$ cat config.mk
export PLATFORM = sky130hd
export DESIGN_NAME = mem_port_arbiter_flat
export DESIGN_NICKNAME = d
export VERILOG_FILES = /design/src/rtl/mem_port_arbiter_pkg.sv /design/src/rtl/mem_port_arbiter_if.sv /design/src/rtl/arb_starve_cnt.sv /design/src/rtl/mem_port_arbiter.sv /design/src/flat_wrapper.sv
export SDC_FILE = /design/constraint.sdc
export NUM_CORES = 1
export LEC_CHECK = 0
export CORE_ASPECT_RATIO = 0.8
export CORE_UTILIZATION = 37
export DETAILED_ROUTE_END_ITERATION = 16
export PLACE_DENSITY = 0.76
export SLEW_MARGIN = 5
export SYNTH_ARGS = -nofsm -noshare
export SYNTH_HDL_FRONTEND = slang
export SYNTH_SLANG_ARGS = --single-unit
$ cat constraint.sdc
create_clock -name clk -period 1.6 [get_ports clk]
set_input_delay 0.32 -clock clk [delete_from_list [all_inputs] [get_ports clk]]
set_output_delay 0.32 -clock clk [all_outputs]
set_load 0.01 [all_outputs]
$ cat src/rtl/mem_port_arbiter_pkg.sv
// rtl/mem_port_arbiter_pkg.sv - shared types for the IF/MEM memory port arbiter
package mem_port_arbiter_pkg;

  typedef enum logic [1:0] {
    ST_IDLE   = 2'd0,
    ST_BUSY_I = 2'd1,
    ST_BUSY_D = 2'd2,
    ST_RESP   = 2'd3
  } arb_state_e;

  // dm_ctrl word-access code; fetches always use it
  localparam logic [2:0] DM_WORD = 3'b000;

endpackage

$ cat src/rtl/mem_port_arbiter_if.sv
// rtl/mem_port_arbiter_if.sv - single-ported memory request/ack bus
interface mem_port_arbiter_if #(
  parameter int ADDR_W = 32,
  parameter int DATA_W = 32
) ();

  logic              mem_req;
  logic              mem_we;
  logic [ADDR_W-1:0] mem_addr;
  logic [DATA_W-1:0] mem_wdata;
  logic [2:0]        mem_ctrl;
  logic [DATA_W-1:0] mem_rdata;
  logic              mem_ack;

  modport master (
    output mem_req, mem_we, mem_addr, mem_wdata, mem_ctrl,
    input  mem_rdata, mem_ack
  );

  modport slave (
    input  mem_req, mem_we, mem_addr, mem_wdata, mem_ctrl,
    output mem_rdata, mem_ack
  );

endinterface

$ cat src/rtl/arb_starve_cnt.sv
// rtl/arb_starve_cnt.sv - data-run counter and fetch/data priority select
module arb_starve_cnt #(
  parameter int MAX_DATA_RUN = 4
) (
  input  logic clk,
  input  logic reset,
  input  logic grant_en_i,
  input  logic inst_req_i,
  input  logic data_req_i,
  output logic grant_inst_o,
  output logic grant_data_o
);

  localparam int CNT_W = $clog2(MAX_DATA_RUN + 1);
  localparam logic [CNT_W-1:0] RUN_MAX = CNT_W'(MAX_DATA_RUN);

  logic [CNT_W-1:0] run_cnt_q, run_cnt_d;
  logic             starved;

  // Data normally wins; a fetch that has watched MAX_DATA_RUN data grants goes next
  always_comb begin
    starved      = (run_cnt_q == RUN_MAX);
    grant_inst_o = grant_en_i & inst_req_i & (~data_req_i | starved);
    grant_data_o = grant_en_i & data_req_i & ~grant_inst_o;
    run_cnt_d    = run_cnt_q;
    if (grant_inst_o) begin
      run_cnt_d = '0;
    end else if (grant_data_o) begin
      if (!inst_req_i) begin
        run_cnt_d = '0;
      end else if (!starved) begin
        run_cnt_d = run_cnt_q + 1'b1;
      end
    end
  end

  always_ff @(posedge clk) begin
    if (reset) begin
      run_cnt_q <= '0;
    end else begin
      run_cnt_q <= run_cnt_d;
    end
  end

endmodule

$ cat src/rtl/mem_port_arbiter.sv
// rtl/mem_port_arbiter.sv - shares one memory port between instruction fetch and data access
module mem_port_arbiter
  import mem_port_arbiter_pkg::*;
#(
  parameter int ADDR_W       = 32,
  parameter int DATA_W       = 32,
  parameter int MAX_DATA_RUN = 4,
  parameter int TIMEOUT_CYC  = 255
) (
  input  logic                clk,
  input  logic                reset,
  input  logic                inst_req,
  input  logic [ADDR_W-1:0]   inst_addr,
  output logic                inst_ready,
  output logic [DATA_W-1:0]   inst_rdata,
  input  logic                data_req,
  input  logic                data_we,
  input  logic [ADDR_W-1:0]   data_addr,
  input  logic [DATA_W-1:0]   data_wdata,
  input  logic [2:0]          data_ctrl,
  output logic                data_ready,
  output logic [DATA_W-1:0]   data_rdata,
  output logic                if_stall,
  output logic                mem_stall,
  mem_port_arbiter_if.master  mem,
  output logic                err_timeout
);

  localparam int TMO_W = $clog2(TIMEOUT_CYC + 1);
  localparam logic [TMO_W-1:0] TMO_LAST = TMO_W'(TIMEOUT_CYC - 1);

  arb_state_e        state_q, state_d;
  logic              mem_req_q, mem_req_d;
  logic              mem_we_q, mem_we_d;
  logic [ADDR_W-1:0] mem_addr_q, mem_addr_d;
  logic [DATA_W-1:0] mem_wdata_q, mem_wdata_d;
  logic [2:0]        mem_ctrl_q, mem_ctrl_d;
  logic              inst_ready_q, inst_ready_d;
  logic              data_ready_q, data_ready_d;
  logic [DATA_W-1:0] inst_rdata_q, inst_rdata_d;
  logic [DATA_W-1:0] data_rdata_q, data_rdata_d;
  logic              err_timeout_q, err_timeout_d;
  logic [TMO_W-1:0]  tmo_cnt_q, tmo_cnt_d;
  logic              grant_inst, grant_data;

  arb_starve_cnt #(.MAX_DATA_RUN(MAX_DATA_RUN)) u_starve (
    .clk          (clk),
    .reset        (reset),
    .grant_en_i   (state_q == ST_IDLE),
    .inst_req_i   (inst_req),
    .data_req_i   (data_req),
    .grant_inst_o (grant_inst),
    .grant_data_o (grant_data)
  );

  always_comb begin
    state_d       = state_q;
    mem_req_d     = mem_req_q;
    mem_we_d      = mem_we_q;
    mem_addr_d    = mem_addr_q;
    mem_wdata_d   = mem_wdata_q;
    mem_ctrl_d    = mem_ctrl_q;
    inst_rdata_d  = inst_rdata_q;
    data_rdata_d  = data_rdata_q;
    tmo_cnt_d     = tmo_cnt_q;
    inst_ready_d  = 1'b0;
    data_ready_d  = 1'b0;
    err_timeout_d = 1'b0;
    case (state_q)
      ST_IDLE: begin
        tmo_cnt_d = '0;
        if (grant_inst) begin
          state_d     = ST_BUSY_I;
          mem_req_d   = 1'b1;
          mem_we_d    = 1'b0;
          mem_addr_d  = inst_addr;
          mem_wdata_d = '0;
          mem_ctrl_d  = DM_WORD;
        end else if (grant_data) begin
          state_d     = ST_BUSY_D;
          mem_req_d   = 1'b1;
          mem_we_d    = data_we;
          mem_addr_d  = data_addr;
          mem_wdata_d = data_wdata;
          mem_ctrl_d  = data_ctrl;
        end
      end
      ST_BUSY_I, ST_BUSY_D: begin
        // An ack arriving on the final allowed cycle still completes normally
        if (mem.mem_ack) begin
          state_d   = ST_RESP;
          mem_req_d = 1'b0;
          if (state_q == ST_BUSY_I) begin
            inst_ready_d = 1'b1;
            inst_rdata_d = mem.mem_rdata;
          end else begin
            data_ready_d = 1'b1;
            if (!mem_we_q) data_rdata_d = mem.mem_rdata;
          end
        end else if (tmo_cnt_q == TMO_LAST) begin
          state_d       = ST_RESP;
          mem_req_d     = 1'b0;
          err_timeout_d = 1'b1;
          if (state_q == ST_BUSY_I) begin
            inst_ready_d = 1'b1;
            inst_rdata_d = '0;
          end else begin
            data_ready_d = 1'b1;
            data_rdata_d = '0;
          end
        end else begin
          tmo_cnt_d = tmo_cnt_q + 1'b1;
        end
      end
      ST_RESP: state_d = ST_IDLE;
      default: state_d = ST_IDLE;
    endcase
  end

  always_ff @(posedge clk) begin
    if (reset) begin
      state_q       <= ST_IDLE;
      mem_req_q     <= 1'b0;
      mem_we_q      <= 1'b0;
      mem_addr_q    <= '0;
      mem_wdata_q   <= '0;
      mem_ctrl_q    <= '0;
      inst_ready_q  <= 1'b0;
      data_ready_q  <= 1'b0;
      inst_rdata_q  <= '0;
      data_rdata_q  <= '0;
      err_timeout_q <= 1'b0;
      tmo_cnt_q     <= '0;
    end else begin
      state_q       <= state_d;
      mem_req_q     <= mem_req_d;
      mem_we_q      <= mem_we_d;
      mem_addr_q    <= mem_addr_d;
      mem_wdata_q   <= mem_wdata_d;
      mem_ctrl_q    <= mem_ctrl_d;
      inst_ready_q  <= inst_ready_d;
      data_ready_q  <= data_ready_d;
      inst_rdata_q  <= inst_rdata_d;
      data_rdata_q  <= data_rdata_d;
      err_timeout_q <= err_timeout_d;
      tmo_cnt_q     <= tmo_cnt_d;
    end
  end

  assign mem.mem_req   = mem_req_q;
  assign mem.mem_we    = mem_we_q;
  assign mem.mem_addr  = mem_addr_q;
  assign mem.mem_wdata = mem_wdata_q;
  assign mem.mem_ctrl  = mem_ctrl_q;
  assign inst_ready    = inst_ready_q;
  assign data_ready    = data_ready_q;
  assign inst_rdata    = inst_rdata_q;
  assign data_rdata    = data_rdata_q;
  assign err_timeout   = err_timeout_q;
  assign if_stall      = inst_req & ~inst_ready_q;
  assign mem_stall     = data_req & ~data_ready_q;

endmodule

$ cat src/flat_wrapper.sv
// flat-port wrapper written by rule: the top's interface ports become plain ports
module mem_port_arbiter_flat import mem_port_arbiter_pkg::*;
#(
  parameter int ADDR_W       = 32,
  parameter int DATA_W       = 32,
  parameter int MAX_DATA_RUN = 4,
  parameter int TIMEOUT_CYC  = 255
)
  (clk, reset, inst_req, inst_addr, inst_ready, inst_rdata, data_req, data_we, data_addr, data_wdata, data_ctrl, data_ready, data_rdata, if_stall, mem_stall, err_timeout, mem_mem_req, mem_mem_we, mem_mem_addr, mem_mem_wdata, mem_mem_ctrl, mem_mem_rdata, mem_mem_ack);
  mem_port_arbiter_if #(.ADDR_W(ADDR_W), .DATA_W(DATA_W)) mem_i ();
  input  logic clk;
  input  logic reset;
  input  logic inst_req;
  input  logic [ADDR_W-1:0] inst_addr;
  output logic inst_ready;
  output logic [DATA_W-1:0] inst_rdata;
  input  logic data_req;
  input  logic data_we;
  input  logic [ADDR_W-1:0] data_addr;
  input  logic [DATA_W-1:0] data_wdata;
  input  logic [2:0] data_ctrl;
  output logic data_ready;
  output logic [DATA_W-1:0] data_rdata;
  output logic if_stall;
  output logic mem_stall;
  output logic err_timeout;
  output wire logic [$bits(mem_i.mem_req)-1:0] mem_mem_req;
  output wire logic [$bits(mem_i.mem_we)-1:0] mem_mem_we;
  output wire logic [$bits(mem_i.mem_addr)-1:0] mem_mem_addr;
  output wire logic [$bits(mem_i.mem_wdata)-1:0] mem_mem_wdata;
  output wire logic [$bits(mem_i.mem_ctrl)-1:0] mem_mem_ctrl;
  input wire logic [$bits(mem_i.mem_rdata)-1:0] mem_mem_rdata;
  input wire logic [$bits(mem_i.mem_ack)-1:0] mem_mem_ack;
  assign mem_mem_req = mem_i.mem_req;
  assign mem_mem_we = mem_i.mem_we;
  assign mem_mem_addr = mem_i.mem_addr;
  assign mem_mem_wdata = mem_i.mem_wdata;
  assign mem_mem_ctrl = mem_i.mem_ctrl;
  assign mem_i.mem_rdata = mem_mem_rdata;
  assign mem_i.mem_ack = mem_mem_ack;
  mem_port_arbiter #(.ADDR_W(ADDR_W), .DATA_W(DATA_W), .MAX_DATA_RUN(MAX_DATA_RUN), .TIMEOUT_CYC(TIMEOUT_CYC)) u_core (.clk(clk), .reset(reset), .inst_req(inst_req), .inst_addr(inst_addr), .inst_ready(inst_ready), .inst_rdata(inst_rdata), .data_req(data_req), .data_we(data_we), .data_addr(data_addr), .data_wdata(data_wdata), .data_ctrl(data_ctrl), .data_ready(data_ready), .data_rdata(data_rdata), .if_stall(if_stall), .mem_stall(mem_stall), .mem(mem_i), .err_timeout(err_timeout));
endmodule
==> results of run 1 <==
## final timing paths
check	start	end	slack, ps	cells after the start
setup / recovery	u_core.state_q[1]	u_core.tmo_cnt_q[6]	20	6
hold / removal	reset	u_core.data_rdata[25]	410	3
setup reg to reg	u_core.state_q[1]	u_core.tmo_cnt_q[6]	20	6
hold reg to reg	u_core.data_rdata[4]	u_core.data_rdata[4]	460	2
## metrics by stage
| stage | setup WS, ps | instance area, um^2 |
|---|---|---|
| 2_1_floorplan | 1.86 | 5920 |
| 5_1_grt | -46.0 | 10100 |
| 4_1_cts | -83.4 | 9770 |
| 3_5_place_dp | -341 | 9160 |
| 6_report | 24.8 | 10100 |
| 3_3_place_gp | -274 | 9160 |
## worst min-delay path: cells and delay by family
| kind | cells | cell delay [ps] |
|---|---|---|
| buffers and inverters | 2 | 360 |
| AO/OA/AOI/OAI | 1 | 110 |
## sequential cells by signal, summed over array words and instances, names as in the netlist
signal                     count
u_core.err_timeout             1
u_core.inst_rdata             32
u_core.tmo_cnt_q               8
u_core.mem.mem_ctrl            3
u_core.mem.mem_wdata          32
u_core.mem.mem_addr           32
u_core.mem.mem_req             1
u_core.state_q                 2
u_core.inst_ready              1
u_core.mem.mem_we              1
u_core.data_ready              1
u_core.data_rdata             32
u_core.u_starve.run_cnt_q      3
## layout by cell type, fill, tap and decap left out, types with 4 or more instances in the layout
master           Yosys  final
dfxtp_1            149    145
dlygate4sd2_1        0    138
clkdlybuf4s50_1      0    132
a21oi_1            103     95
nand3_1             72     69
o21ai_0             63     52
a22o_1              36     36
buf_4                5     36
o21ai_1             40     34
mux2i_1             34     32
clkbuf_16            0     20
o21ai_2              0     17
buf_12               0     14
nand2_1             10      8
a21oi_2              1      7
buf_6                3      6
nor3_1               6      5
nor2_1               6      5
inv_2                0      4
nand2b_1             5      4
or3_1                4      4
ha_1                 8      4
inv_6                0      4
bufinv_16            0      4
dfxtp_2              0      4
## where the power goes
part	leakage, nW	switching (mW)	internal (mW)
clock	0.300	1.62	2.67
combinational	2.78	3.41	3.24
sequential	1.22	0.394	4.50
total	4.30	5.42	10.4
## area by class of cell
type	instances	area share
multi-input cells	424	0.282
clock inverters	13	0.0193
clock buffers	18	0.0435
inverters	7	0.00285
well taps	210	0.0260
repair buffers	336	0.330
flip-flops and latches	149	0.296
## repair_timing
item / 4_1_cts / 5_1_grt
endpoints found under the setup margin: 170 / 137
pin swaps: 4 / 17
gates cloned: 3 / 4
buffers inserted: 0 / 8
resized for setup: 152 / 67
## routing by layer
| layer | GRT usage | routed length, um | vias to the layer above | part of all wire |
|---|---|---|---|---|
| met2 | 0.409 | 9940 | 222 | 0.49 |
| met3 | 0.0825 | 1500 | 36 | 0.074 |
| met4 | 0.0710 | 504 | 0 | 0.025 |
| li1 | - | - | 2955 | - |
| met1 | 0.285 | 8340 | 2856 | 0.41 |
| met5 | 0 | 0 | - | 0 |
## cells by family (layout without fill, tap and decap cells)
| kind of cell | Yosys count | count (layout) | share of synthesized area |
|---|---|---|---|
| simple gates | 119 | 119 | 0.107 |
| compound gates | 263 | 263 | 0.260 |
| fa+ha+maj | 8 | 8 | 0.0170 |
| flops | 149 | 149 | 0.506 |
| buf+inv | 65 | 374 | 0.0518 |
| mux | 34 | 34 | 0.0577 |
==> results.toml, run 1 <==
[run_status]
outcome = "finished clean"

[critical_path]
critPathSlowestCell = "or3b_4"
cp_max_fo = 6
cp.required_ps = 1960
max_stage_delay_ps = 400
cp.arrival_ps = 1940
start_kind = "flip-flop"
cp-end-kind = "flip-flop"
crit_buf_inv = 1
worstSetupPathType = "reg2reg"
crit_chain = "inv_4 -> ha_4 -> or3b_4 -> a21o_1 -> nor2_1 -> a211o_1"
cp_top_family = "simple AND/OR/NAND/NOR gates"

[worst_hold_path]
hp-class = "in2reg"

[place]
gp_congestion = 0.833
dp_hpwl_um = 13300
port_buffers = 274
placed_cells = 1113

[die]
core_area_um2 = 15300
initial_utilization = 0.386
die_y_um = 115
die_w_um = 143
ios = 275
dieArea_um2 = 16400
row_count = 40

[routing]
drtAntennaViolNets = 0
first_pass_iters = 6
drt_iter0_markers = 245
vias = 6069
wirelength_um = 20300
route.detailed.drc = 0
wl_per_cell_um = 17.5
via_per_inst = 5.25

[global_route]
gr-total-overflow = 0
grt_pass1_wl_um = 30700
grt_max_degree = 49
track_usage = 0.240
grt_pass1_vias = 5883
antenna_found_initial = 0

[yosys]
syn_avg_cell_area_um2 = 9.24
synth_cells = 638
synth.most_common_cell = "dfxtp_1"
async_flop_share = 0
synth_common_cells = "149 x dfxtp_1, 103 x a21oi_1, 72 x nand3_1"
seq_area_frac_synth = 0.506
yosys-top-cells-area = "dfxtp_1 51%, a21oi_1 8.7%, nand3_1 6.1%, mux2i_1 5.8%, o21ai_0 5.3%"
syn-num-nets = 783
yosys_warnings = 0
synth_seq_cells = 149
syn_area_um2 = 5890
synth_edf_count = 0
yosysTopAreaCellShare = 0.506
synth_cell_type_count = 45
synth_top_area_cell = "dfxtp_1"
synthFlopType = "dfxtp_1"

[sta]
fin_tns_setup_ps = 0
drv_slew = 0
finalHoldViolCount = 0
fin_crit_sh = 0.985
tightest_slew_ps = 438
layout_min_cycle_time_ps = 1580
rsz0062_at_grt = "yes"
clock.fmax_mhz = 635
holdWs_ps = 414
relSlewSlack = 0.705
setup_viol = 0
finClkSkew_ps = 8.02

[pwr]
power_density_nw_per_um2 = 1570
p_leak_nw = 4.30
worst_ir_drop_vdd_mv = 0.972
p_total_mw = 15.8

[cells_and_area]
regArea_um2 = 2990
utilization = 0.661
num_antenna_cells = 0
nets = 1080
final_cells = 1157
syn2layout_area_growth_pct = 71.3
drive_above_1_share = 0.167
fillers = 1293
multi_input_area_um2 = 2850

[clock_tree]
clk_latency_ps = 420
hold_buffers = 0
clk_path_buf_depth = 2
htree_levels = 4
clock-sinks = 149
clock-root-buffer = "clkbuf_16"
cts_buffers = 17
clkTransAtPathRegs_ps = 60
cts_tree = "built"

[run]
maxCapViolations = 0
Power figures use the tool's default switching activity.
==> run 2, diff against run 1 <==
--- a/config.mk
+++ b/config.mk
@@ -5,10 +5,11 @@
 export SDC_FILE = /design/constraint.sdc
 export NUM_CORES = 1
 export LEC_CHECK = 0
+export ABC_AREA = 1
 export CORE_ASPECT_RATIO = 0.8
-export CORE_UTILIZATION = 37
+export CORE_UTILIZATION = 39
 export DETAILED_ROUTE_END_ITERATION = 16
-export PLACE_DENSITY = 0.76
+export PLACE_DENSITY = 0.77
 export SLEW_MARGIN = 5
 export SYNTH_ARGS = -nofsm -noshare
 export SYNTH_HDL_FRONTEND = slang
==> constraint.sdc (replaced) <==
create_clock -name clk -period 1.6 [get_ports clk]
set_input_delay 0.16 -clock clk [delete_from_list [all_inputs] [get_ports clk]]
set_output_delay 0.16 -clock clk [all_outputs]
set_load 0.01 [all_outputs]
==> results.toml, run 2 <==
[clock_tree]
cts_buffers = 17
clk_latency_ps = 410
cts_tree = "built"
clkTransAtPathRegs_ps = 60
clock-sinks = 149
clk_path_buf_depth = 2
htree_levels = 4
clock-root-buffer = "clkbuf_16"

[run_status]
outcome = "complete, but fails checks"
violations = "negative setup slack"

[cells_and_area]
drive_above_1_share = 0.132
regArea_um2 = 2990
final_cell_mix = "271 x clkdlybuf4s50_1, 244 x nand2_1, 154 x inv_1"
utilization = 0.664
nets = 1434
layout_commonest_cell = "clkdlybuf4s50_1"
fillers = 1431
syn2layout_area_growth_pct = 65.0
multi_input_area_um2 = 3070
final_cell_area_um2 = 11100
num_antenna_cells = 0

[sta]
worst_slack_ps = -38.3
tightest_slew_ps = 285
drv_slew = 0
finClkSkew_ps = 9.97
relSlewSlack = 0.809
clock.fmax_mhz = 610
finalHoldViolCount = 0
fin_crit_sh = 1.02
layout_min_cycle_time_ps = 1640
setup_viol = 4
rsz0062_at_grt = "yes"

[yosys]
synth_common_cells = "284 x nand2_1, 160 x inv_1, 149 x dfxtp_1"
synth_cell_type_count = 27
synth.most_common_cell = "nand2_1"
yosysTopAreaCellShare = 0.443
syn_area_um2 = 6730
syn_avg_cell_area_um2 = 6.75
syn-num-nets = 1141
yosys_warnings = 0
async_flop_share = 0
synth_cells = 996
synth_top_area_cell = "dfxtp_1"
yosys-top-cells-area = "dfxtp_1 44%, nand2_1 16%, inv_1 8.9%, nor2_1 7.0%, nand3_1 6.0%"
seq_area_frac_synth = 0.443
synthFlopType = "dfxtp_1"
synth_edf_count = 0
synth_seq_cells = 149

[worst_hold_path]
hp-class = "in2reg"
hold_depth = 3
min-delay-start = "data_wdata[21]"
holdPathEnd = "u_core.mem.mem_wdata[21]"

[routing]
route.detailed.drc = 0
via_per_inst = 4.74
drtAntennaViolNets = 0
vias = 7211
wl_per_cell_um = 14.6
wirelength_um = 22300
first_pass_iters = 5
drt_iter0_markers = 488

[critical_path]
cp_max_fo = 8
worstSetupPathType = "reg2reg"
worstReg2RegEnd = "u_core.data_rdata[10]"
cp.required_ps = 1900
crit_buf_inv = 4
regToRegSetupSlack_ps = -40
cp-end-kind = "flip-flop"
cp.arrival_ps = 1940
critPathSlowestCell = "dfxtp_2"
r2r_start = "u_core.state_q[1]"
path_common_cell = "nor2_1"
rr_worst_depth = 9
cp_top_family = "buffers and inverters"
max_stage_delay_ps = 340
start_kind = "flip-flop"
crit_chain = "inv_2 -> buf_4 -> ha_4 -> a21oi_2 -> buf_6 -> nand3_4 -> clkbuf_16 -> nor2_1 -> nor2_1"

[global_route]
antenna_found_initial = 0
gr-total-overflow = 0
grt_max_degree = 41
grt_pass1_vias = 6706
track_usage = 0.238
grt_pass1_wl_um = 33300

[place]
dp_hpwl_um = 15100
gp_congestion = 0.885
port_buffers = 274
place_area_um2 = 9970

[die]
die_y_um = 119
ios = 275
row_count = 42
core_area_um2 = 16700
dieArea_um2 = 17800
initial_utilization = 0.403
die_w_um = 149

[pwr]
worst_ir_drop_vdd_mv = 0.790
p_leak_nw = 5.11
power_density_nw_per_um2 = 1630

[run]
maxCapViolations = 0
## run 2: cell types whose count changed in the layout (fill, tap and decap cells not counted), sizes merged, moves of 36 or more
cell,before,now
nand2,10,288
inv,11,164
clkdlybuf4s50,132,271
dlygate4sd2,138,1
nor2,7,128
a21oi,104,11
o21ai,103,45
a22o,36,0
## run 2: worst max path at each step
| stage | startpoint | end | slack (ps) | cells past startpoint |
|---|---|---|---|---|
| CTS | u_core.data_ready | mem_stall | 3 | 2 |
| finish | u_core.state_q[1] | u_core.data_rdata[10] | -40 | 9 |
| global placement | mem_mem_ack | u_core.inst_rdata[23] | -9 | 7 |
| global route | u_core.tmo_cnt_q[0] | u_core.data_rdata[10] | -130 | 10 |
| floorplan | u_core.state_q[0] | u_core.state_q[1] | 10 | 11 |
| detailed placement | mem_mem_ack | u_core.inst_rdata[17] | -60 | 7 |
## run 2: cell families (layout without fill, tap and decap cells)
kind of cell	after synthesis	in the layout	share of synthesized area
adder cells (fa/ha/maj)	8	8	0.0149
AO/OA/AOI/OAI	89	89	0.0785
AND/OR/NAND/NOR	527	527	0.327
flip-flops	149	149	0.443
buffers and inverters	222	527	0.135
XOR/XNOR	1	1	0.00130
## run 2: per-layer routing
| layer | vias up | global-route usage | part of all wire | wire, um |
|---|---|---|---|---|
| li1 | 3645 | - | - | - |
| met1 | 3312 | 0.298 | 0.44 | 9790 |
| met2 | 219 | 0.381 | 0.47 | 10500 |
| met3 | 35 | 0.0724 | 0.062 | 1370 |
| met4 | 0 | 0.0938 | 0.026 | 570 |
| met5 | - | 0 | 0 | 0 |
## run 2: tightest hold or removal path: stages
cell and delay, ps:
clkdlybuf4s50_1 400, nand3_1 80, o21ai_1 50
## run 2: what timing repair did
action	in CTS	in global routing
pin swaps	0	24
setup endpoints to repair	5	141
hold buffers	0	0
gates resized for setup	2	95
buffers inserted	0	7
gates cloned	0	7
## run 2: stage by stage
stage	TNS, ps	total power [mW]	setup slack [ps]	hold WS [ps]	cells
floorplan	0	9.04	11.3	299	996
CTS	0	17.3	3.07	303	1508
detailed placement	-469	12.8	-62.1	460	1477
global route	-3940	19.1	-126	305	1521
global placement	-107	12.7	-9.44	452	1477
finish	-93.6	18.1	-38.3	316	1521
## run 2: power by group
part | total (mW) | switching, mW | internal [mW]
Sequential | 5.27 | 0.553 | 4.72
Clock | 4.44 | 1.62 | 2.82
Combinational | 8.37 | 4.31 | 4.06
## run 2: cell type report
class / count / share of cell area
Timing Repair Buffer: 335 / 0.317
Multi-Input combinational cell: 625 / 0.276
Sequential cell: 149 / 0.269
Inverter: 161 / 0.0549
Clock buffer: 20 / 0.0402
Tap cell: 220 / 0.0248
Clock inverter: 11 / 0.0178
==> run 3, diff against run 2 <==
--- a/config.mk
+++ b/config.mk
@@ -6,7 +6,7 @@
 export NUM_CORES = 1
 export LEC_CHECK = 0
 export ABC_AREA = 1
-export CORE_ASPECT_RATIO = 0.8
+export CAP_MARGIN = 25
 export CORE_UTILIZATION = 39
 export DETAILED_ROUTE_END_ITERATION = 16
 export PLACE_DENSITY = 0.77
==> results.toml, run 3 (synthesized netlist as in run 2, its figures left out) <==
[worst_hold_path]
holdPathEnd = "u_core.mem.mem_ctrl[1]"
hold_depth = 3
hp-class = "in2reg"
min-delay-start = "data_ctrl[1]"

[sta]
layout_min_cycle_time_ps = 1610
clock.fmax_mhz = 623
fin_crit_sh = 1.00
rsz0062_at_grt = "yes"
relSlewSlack = 0.814
fin_tns_setup_ps = -19.1
finClkSkew_ps = 11.9
tightest_slew_ps = 277
finalHoldViolCount = 0
drv_slew = 0
worst_slack_ps = -6.40
setup_viol = 4

[die]
dieArea_um2 = 17800
row_count = 47
initial_utilization = 0.403
die_w_um = 133
die_y_um = 133
ios = 275
core_area_um2 = 16700

[clock_tree]
cts_buffers = 17
htree_levels = 4
clock-sinks = 149
cts_tree = "built"
clk_latency_ps = 420
clk_path_buf_depth = 2
clkTransAtPathRegs_ps = 60
hold_buffers = 0
clock-root-buffer = "clkbuf_16"

[place]
place_area_um2 = 10000
gp_congestion = 0.863
dp_hpwl_um = 15000
port_buffers = 274
post-place-ws_ps = -277

[critical_path]
cp.required_ps = 1920
r2r_start = "u_core.tmo_cnt_q[0]"
cp.arrival_ps = 1920
start_kind = "flip-flop"
worstReg2RegEnd = "u_core.inst_rdata[28]"
cp_max_fo = 7
regToRegSetupSlack_ps = -6
cp-end-kind = "flip-flop"
worstSetupPathType = "reg2reg"
rr_worst_depth = 10

[cells_and_area]
utilization = 0.671
final_cell_area_um2 = 11200
layout_commonest_cell = "clkdlybuf4s50_1"
syn2layout_area_growth_pct = 66.6
drive_above_1_share = 0.137
nets = 1447
final_cell_mix = "270 x clkdlybuf4s50_1, 251 x nand2_1, 153 x inv_1"
num_antenna_cells = 0

[pwr]
p_total_mw = 17.6
switchingPower_mw = 6.21
intPower_mw = 11.3
share_seq_of_total_power = 0.301
p_leak_nw = 5.17
power_density_nw_per_um2 = 1570
worst_ir_drop_vdd_mv = 0.845
p_comb_frac = 0.458
clkPwrFrac = 0.241
swShare = 0.354

[routing]
wl_per_cell_um = 14.3
vias = 7219
via_per_inst = 4.71
first_pass_iters = 5
route.detailed.drc = 0
wirelength_um = 21900
drtAntennaViolNets = 0
drt_iter0_markers = 339

[global_route]
grt_pass1_vias = 6439
track_usage = 0.228
grt_pass1_wl_um = 32000
antenna_found_initial = 0
grt_max_degree = 35
gr-total-overflow = 0

[run]
maxCapViolations = 0

[run_status]
outcome = "complete, but fails checks"
violations = "negative setup slack"
## run 3: cell types whose count changed in the layout (fill, tap and decap cells not counted), sizes merged
| cell | change |
|---|---|
| bufinv | -1 |
| dlymetal6s2s | -2 |
| dlygate4sd2 | +3 |
| clkinvlp | +2 |
| inv | -1 |
| clkdlybuf4s50 | -1 |
| nand3 | +1 |
| buf | +12 |
## run 3: critical path: stages (launching register included)
cell and delay, ps:
dfxtp_2 330, inv_2 70, ha_4 120, nand2_2 50, nor2_2 120, nand2_2 90, nand2_4 140, nand3_4 200
clkbuf_16 220, nor2_1 120, nor2_2 40
## run 3: how the worst max path moves through the flow
stage                                    from                    end  slack, ps  cells after the start
after global placement               inst_req               if_stall       -310                      4
after floorplan             u_core.state_q[0]      u_core.state_q[1]         10                     11
final                     u_core.tmo_cnt_q[0]  u_core.inst_rdata[28]         -6                     10
after global routing      u_core.tmo_cnt_q[0]   u_core.inst_rdata[5]        -70                     11
after CTS                 u_core.tmo_cnt_q[0]  u_core.inst_rdata[17]          9                     11
after detailed placement             inst_req               if_stall       -280                      4
## run 3: routing by layer
metal / vias to the layer above / routed length (um) / GRT usage
li1: 3673 / - / -
met1: 3270 / 8690 / 0.260
met2: 245 / 11200 / 0.400
met3: 31 / 1510 / 0.0708
met4: 0 / 432 / 0.0777
met5: - / 0 / 0
## run 3: power by group through the flow
stage | logic, mW | registers [mW] | clock network [mW]
2_1_floorplan | 3.35 | 5.70 | 0
3_3_place_gp | 7.29 | 5.29 | 0
3_5_place_dp | 7.44 | 5.30 | 0
4_1_cts | 7.55 | 5.26 | 4.29
5_1_grt | 8.81 | 5.39 | 4.46
6_report | 8.05 | 5.28 | 4.22
## run 3: per-stage QoR
step	hold slack [ps]	std cells
3_3_place_gp	451	1482
5_1_grt	322	1534
6_report	314	1534
4_1_cts	298	1514
2_1_floorplan	299	996
3_5_place_dp	459	1482
## run 3: timing repair
action | CTS | global route
pin swaps | 1 | 24
endpoints found under the hold margin | 0 | 0
setup endpoints to repair | 33 | 138
gates resized for setup | 10 | 84
cloned | 0 | 10
setup buffers | 1 | 10
## run 3: layout make-up
cell class	count	area (um^2)
fillers	1379	5490
repair buffers	347	3630
multi-input cells	626	3080
flip-flops and latches	149	2990
inverters	161	609
clock buffers	20	447
well taps	220	275
clock inverters	11	174
